### src/rtl/mult_slot_arbiter_pkg.sv
// mult_slot_arbiter_pkg: FSM state encoding and default sizing shared by the slot arbiter files.
package mult_slot_arbiter_pkg;
  typedef enum logic [1:0] {IDLE, ISSUE, WAIT, RESP} state_t;
  localparam int DEF_WIDTH = 64;
  localparam int DEF_SLOT_CYCLES = 70;
  localparam int DEF_DONE_LAT = 65;
endpackage

### src/rtl/rr_arb2.sv
// rr_arb2: two-way round-robin arbiter; holds the priority pointer and the registered winner.
module rr_arb2 (
  input  logic clk,
  input  logic rst,
  input  logic req0,
  input  logic req1,
  input  logic load,
  input  logic issue,
  output logic pick,
  output logic sel,
  output logic gnt0,
  output logic gnt1
);
  logic prio;
  assign pick = (req0 && req1) ? prio : req1;
  assign gnt0 = issue && !sel;
  assign gnt1 = issue && sel;
  // The loser of each arbitration gets priority for the next contested one.
  always_ff @(posedge clk or negedge rst)
    if (!rst) begin
      prio <= 1'b0;
      sel <= 1'b0;
    end else if (load && (req0 || req1)) begin
      sel <= pick;
      prio <= ~pick;
    end
endmodule

### src/rtl/mult_slot_arbiter.sv
// mult_slot_arbiter: fixed-slot two-requester front end for a shared multi-cycle multiplier.
// Optional MULT_SLOT_LEAK_CHECK_EN also flags a first mul_done arriving off the expected count.
module mult_slot_arbiter
  import mult_slot_arbiter_pkg::*;
#(
  parameter int WIDTH = DEF_WIDTH,
  parameter int SLOT_CYCLES = DEF_SLOT_CYCLES,
  parameter int DONE_LAT = DEF_DONE_LAT
) (
  input  logic               clk,
  input  logic               rst,
  input  logic               req0,
  input  logic               req1,
  input  logic [WIDTH-1:0]   a0,
  input  logic [WIDTH-1:0]   b0,
  input  logic [WIDTH-1:0]   a1,
  input  logic [WIDTH-1:0]   b1,
  output logic               gnt0,
  output logic               gnt1,
  output logic               resp_valid0,
  output logic               resp_valid1,
  output logic [2*WIDTH-1:0] resp0,
  output logic [2*WIDTH-1:0] resp1,
  output logic               mul_start,
  output logic [WIDTH-1:0]   mul_a,
  output logic [WIDTH-1:0]   mul_b,
  input  logic [2*WIDTH-1:0] mul_product,
  input  logic               mul_done,
  output logic               busy,
  output logic               err
);
  localparam int CW = $clog2(SLOT_CYCLES);
  if (SLOT_CYCLES < DONE_LAT + 1) begin : g_bad_slot
    $error("SLOT_CYCLES must be at least DONE_LAT+1");
  end
  state_t state, state_n;
  logic [CW-1:0] cnt;
  logic [2*WIDTH-1:0] cap, res;
  logic done_seen, pick, sel, idle, issue, last, cap_now, leak, start;
  assign idle = state == IDLE;
  assign issue = state == ISSUE;
  assign start = idle && (req0 || req1);
  assign mul_start = issue;
  assign busy = !idle;
  assign resp_valid0 = state == RESP && !sel;
  assign resp_valid1 = state == RESP && sel;
  rr_arb2 u_arb (
    .clk(clk), .rst(rst), .req0(req0), .req1(req1), .load(idle), .issue(issue),
    .pick(pick), .sel(sel), .gnt0(gnt0), .gnt1(gnt1)
  );
  always_comb begin
    last = state == WAIT && cnt == CW'(SLOT_CYCLES - 1);
    cap_now = state == WAIT && mul_done && !done_seen;
    // A done landing on the final WAIT cycle must still reach the response.
    res = done_seen ? cap : cap_now ? mul_product : '0;
    state_n = idle ? (start ? ISSUE : IDLE) : issue ? WAIT : state == WAIT ? (last ? RESP : WAIT) : IDLE;
  end
`ifdef MULT_SLOT_LEAK_CHECK_EN
  assign leak = cap_now && cnt != CW'(DONE_LAT - 1);
`else
  assign leak = 1'b0;
`endif
  always_ff @(posedge clk or negedge rst)
    if (!rst) begin
      state <= IDLE;
      cnt <= '0;
      cap <= '0;
      done_seen <= 1'b0;
      mul_a <= '0;
      mul_b <= '0;
      resp0 <= '0;
      resp1 <= '0;
      err <= 1'b0;
    end else begin
      state <= state_n;
      cnt <= state == WAIT ? cnt + CW'(1) : '0;
      if (start) begin
        mul_a <= pick ? a1 : a0;
        mul_b <= pick ? b1 : b0;
        done_seen <= 1'b0;
      end
      if (cap_now) begin
        cap <= mul_product;
        done_seen <= 1'b1;
      end
      if (last && !sel) resp0 <= res;
      if (last && sel) resp1 <= res;
      if ((last && !done_seen && !cap_now) || leak) err <= 1'b1;
    end
endmodule
### config.mk
export PLATFORM = sky130hd
export DESIGN_NAME = mult_slot_arbiter
export DESIGN_NICKNAME = d
export VERILOG_FILES = /design/src/rtl/mult_slot_arbiter_pkg.sv /design/src/rtl/rr_arb2.sv /design/src/rtl/mult_slot_arbiter.sv
export SDC_FILE = /design/constraint.sdc
export NUM_CORES = 1
export LEC_CHECK = 0
export BUFFER_PORTS_ARGS = -buffer_cell sky130_fd_sc_hd__buf_2
export CAP_MARGIN = 20
export CORE_AREA = 2 2 307 309
export DETAILED_ROUTE_END_ITERATION = 7
export DIE_AREA = 0 0 309 311
export PLACE_DENSITY = 0.49
export SYNTH_ARGS = -nofsm -noshare
export SYNTH_HDL_FRONTEND = slang
export SYNTH_SLANG_ARGS = --single-unit
### constraint.sdc
create_clock -name clk -period 2 [get_ports clk]
set_input_delay 0.4 -clock clk [delete_from_list [all_inputs] [get_ports clk]]
set_output_delay 0.4 -clock clk [all_outputs]
set_load 0.1 [all_outputs]
==> impl_table.tex <==
\begin{tabular}{lr}
\hline
Metric & Value \\
\hline
\multicolumn{2}{l}{\textbf{Place}} \\
\quad GPL Wtd Cong & 0.9414 \\
\quad DP Wirelength & 61.37 mm \\
\quad Number of placed cells counting well taps & 3486 \\
\quad Port-buffer cells & 779 \\
\quad DP Area & 27940 sq um \\
\multicolumn{2}{l}{\textbf{Routing}} \\
\quad Violation count after the first detailed-route iteration & 814 \\
\quad Pre-Repair DR Iteration Count & 5 \\
\quad Detail Route Antenna Nets & 0 \\
\quad Detailed-route DRC error count & 0 \\
\quad Total routed wirelength & 87.19 mm \\
\quad Vias per inst & 4.521 \\
\quad Post-detailed-route wirelength per cell & 22.07 um \\
\quad Routed via count & 17860 \\
\multicolumn{2}{l}{\textbf{Yosys}} \\
\quad Synth Area in Simple Gates & 4.358\% \\
\quad Share of cell area taken by muxes after synthesis & 19.95\% \\
\quad Number of flops mapped to enable cells by yosys & 0 \\
\quad Dominant combinational cell family by area after synthesis & multiplexers \\
\quad Share of flip-flops with an asynchronous set or reset & 100.0\% \\
\quad Mean Syn Cell Area & 14.87 sq um \\
\quad Yosys warns & 0 \\
\quad Number of different library cells in the post-synthesis netlist & 30 \\
\quad Total standard cell area after synthesis & 21680 sq um \\
\quad Yosys reg bits & 525 \\
\quad Xor/xnor cell area share of the yosys netlist & 0.1212\% \\
\quad Synthesized netlist cell count & 1458 \\
\quad Sequential element share of the synthesized area & 60.60\% \\
\quad Area fraction in compound gates after synthesis & 11.46\% \\
\quad Arithmetic-cell share of the synthesized area counting full adders, half adders and majority gates & 0.3463\% \\
\quad Total nets after synthesis & 1853 \\
\quad Most used flip-flop cell after synthesis & sky130\_fd\_sc\_hd\_\_dfrtp\_1 \\
\multicolumn{2}{l}{\textbf{Floorplan}} \\
\quad FP Rows & 112 \\
\quad Starting density of the core & 23.37\% \\
\quad Chip height & 311 um \\
\quad Core Footprint & 92770 sq um \\
\quad Ports placed on the boundary & 780 \\
\quad Die Width & 309 um \\
\quad Die Area & 96100 sq um \\
\multicolumn{2}{l}{\textbf{Run status}} \\
\quad Status & complete, but fails checks \\
\quad Failing checks & negative setup slack \\
\multicolumn{2}{l}{\textbf{CTS}} \\
\quad TritonCTS clock tree & yes \\
\quad Clock latency of the later-clocked register in the worst-skew pair & 620 ps \\
\quad Reg clk slew, reported paths & 60 ps \\
\quad Maximum level of the CTS H-tree & 2 \\
\quad CTS Buffer Depth & 3 \\
\quad Cell chosen for the clock root & sky130\_fd\_sc\_hd\_\_clkbuf\_16 \\
\quad Clock sinks & 525 \\
\quad Num CTS Buffers & 59 \\
\multicolumn{2}{l}{\textbf{Timing}} \\
\quad Slew of the pin with the lowest slew margin & 663.5 ps \\
\quad RSZ-0062 raised after global routing & true \\
\quad Period Utilization, post-route & 103.8\% \\
\quad Total count of max-transition violations in the final report & 0 \\
\quad Max Clock Freq & 481.7 MHz \\
\quad Count of final hold-check violations & 0 \\
\quad Final setup TNS & -5691 ps \\
\quad Max-slew headroom at the worst pin & 56.07\% \\
\quad Final WS setup & -75.95 ps \\
\quad Number of setup violations in the final report & 203 \\
\quad Worst setup skew after layout & 22.41 ps \\
\quad Shortest period the worst path allows & 2076 ps \\
\multicolumn{2}{l}{\textbf{Cells and area}} \\
\quad Commonest non-fill, non-tap cell in the layout & sky130\_fd\_sc\_hd\_\_buf\_2 \\
\quad Layout cell share with drive strength beyond 1 & 53.07\% \\
\quad Most used cells in the layout excluding fill and tap cells & sky130\_fd\_sc\_hd\_\_buf\_2, sky130\_fd\_sc\_hd\_\_dfrtp\_1, sky130\_fd\_sc\_hd\_\_mux2\_2 \\
\quad Fillcell total & 8988 \\
\quad Fin nets & 3040 \\
\quad Count of non-filler cells in the finished layout & 3951 \\
\quad Area Growth Syn to Fin & 56.96\% \\
\quad Post-route design area & 34030 sq um \\
\multicolumn{2}{l}{\textbf{Setup path}} \\
\quad Critical Path Fanout Max & 7 \\
\quad Category of the worst setup path launch point & flip-flop \\
\quad Crit path arrival time & 2570 ps \\
\quad Kind of end point of the critical path & flip-flop \\
\quad WP data required & 2490 ps \\
\quad Crit Path Category & flip-flop to flip-flop \\
\multicolumn{2}{l}{\textbf{GRT}} \\
\quad Antenna violations before repair & 17 \\
\quad Wire length of the first global-routing pass & 121.2 mm \\
\quad Total global-route track usage & 16.62\% \\
\quad Maximum number of pins on one net before global-route repair & 101 \\
\quad Via count of the first global-routing pass & 19170 \\
\quad Final global-route overflow total & 0 \\
\multicolumn{2}{l}{\textbf{Flow run}} \\
\quad Max-cap check violation count & 0 \\
\multicolumn{2}{l}{\textbf{Power}} \\
\quad P per Cell Area & 800.1 nW/um\^{}2 \\
\quad Leak Pwr & 17.72 nW \\
\quad Maximum VDD drop & 0.0007430 V \\
\multicolumn{2}{l}{\textbf{Hold path}} \\
\quad Kind of path behind the tightest hold check & input port to flip-flop \\
\hline
\end{tabular}
metal layers:
| layer | share of wire (%) | track usage, % | wire length (um) |
|---|---|---|---|
| met1 | 36 | 17.38 | 31780 |
| met2 | 51 | 30.05 | 44750 |
| met3 | 5.8 | 3.623 | 5072 |
| met4 | 6.3 | 10.30 | 5513 |
| met5 | 0.087 | 0 | 76 |
synth_stat cells (all sizes together) (3+ instances only):
cell type / instances / area share (%)
dfrtp: 525 / 61
mux2: 384 / 20
and2: 133 / 3.8
a221o: 128 / 5.9
a22o: 128 / 5.2
buf: 62 / 2.2
clkbuf: 53 / 0.92
ha: 6 / 0.35
inv: 5 / 0.087
nand2: 5 / 0.087
nor2b: 4 / 0.12
a21o: 3 / 0.10
a21oi: 3 / 0.069
nand3: 3 / 0.069
layout make-up:
cell class                 instances  area, sq um  area share [%]
antenna                            8        20.02         0.05883
clock buffer                      78         1648           4.843
multi-input combinational        813         7966           23.41
inverter                           5        21.27         0.06251
sequential                       525        13140           38.62
tap                             1254         1569           4.611
clock inverter                    27        299.0          0.8788
timing repair buffer            1241         9361           27.51
worst max-delay path: stages, from the launching register on:
cell and delay (ps):
sky130_fd_sc_hd__dfrtp_1 400, sky130_fd_sc_hd__buf_4 150, sky130_fd_sc_hd__ha_4 150, sky130_fd_sc_hd__and4b_1 190
sky130_fd_sc_hd__nand4b_1 210, sky130_fd_sc_hd__buf_6 160, sky130_fd_sc_hd__clkbuf_16 190, sky130_fd_sc_hd__clkbuf_16 180
sky130_fd_sc_hd__mux2_2 330
registers in the layout, indices dropped and copies added, names as in the netlist:
signal,count
resp1,128
err,1
mul_b,64
state,2
resp0,128
mul_a,64
u_arb.prio,1
cap,128
cnt,7
done_seen,1
u_arb.sel,1
per-stage QoR:
step / utilization, % / power, mW / hold WS, ps / worst slack (ps)
3_3_place_gp: 30.12 / 15.52 / 335.1 / 18.71
4_1_cts: 35.67 / 27.42 / 0.01621 / -109.0
2_1_floorplan: - / 14.40 / 104.4 / -20.98
6_report: 36.68 / 27.23 / 44.66 / -75.95
5_1_grt: 36.67 / 28.48 / 10.20 / -123.3
3_5_place_dp: 30.12 / 15.74 / 340.4 / 40.14
where the power goes:
part / leakage (nW) / internal (mW) / switching (mW)
clock network: 0.974 / 6.52 / 4.54
logic: 9.72 / 2.51 / 1.52
registers: 7.03 / 11.6 / 0.513
what timing repair did:
action                                 CTS  global route
setup endpoints to repair                8           211
pin swaps                                2             4
gates resized for setup                 20            38
cloned                                   0            29
hold buffers                           310             0
endpoints found under the hold margin  240             0
setup buffers                            3            11
logic make-up (layout without fill, tap and decap cells):
family	Yosys count	after routing
xor+xnor	3	3
buf+inv	120	1351
other cells	0	8
compound gates	268	268
flops	525	525
mux	384	384
simple gates	152	152
fa+ha+maj	6	6
path summary, 6_finish.rpt:
| check | start | endpoint | slack, ps | depth (start not counted) |
|---|---|---|---|---|
| min in group asynchronous | rst | resp1[34] | 290 | 2 |
| hold reg to reg | err | err | 480 | 1 |
| setup / recovery | state[1] | resp0[51] | -80 | 8 |
| max in group asynchronous | rst | resp1[1] | 830 | 4 |
| setup reg to reg | state[1] | resp0[51] | -80 | 8 |
| hold / removal | b1[15] | mul_b[15] | 40 | 2 |
No activity file was read; power rests on OpenSTA's default activity.
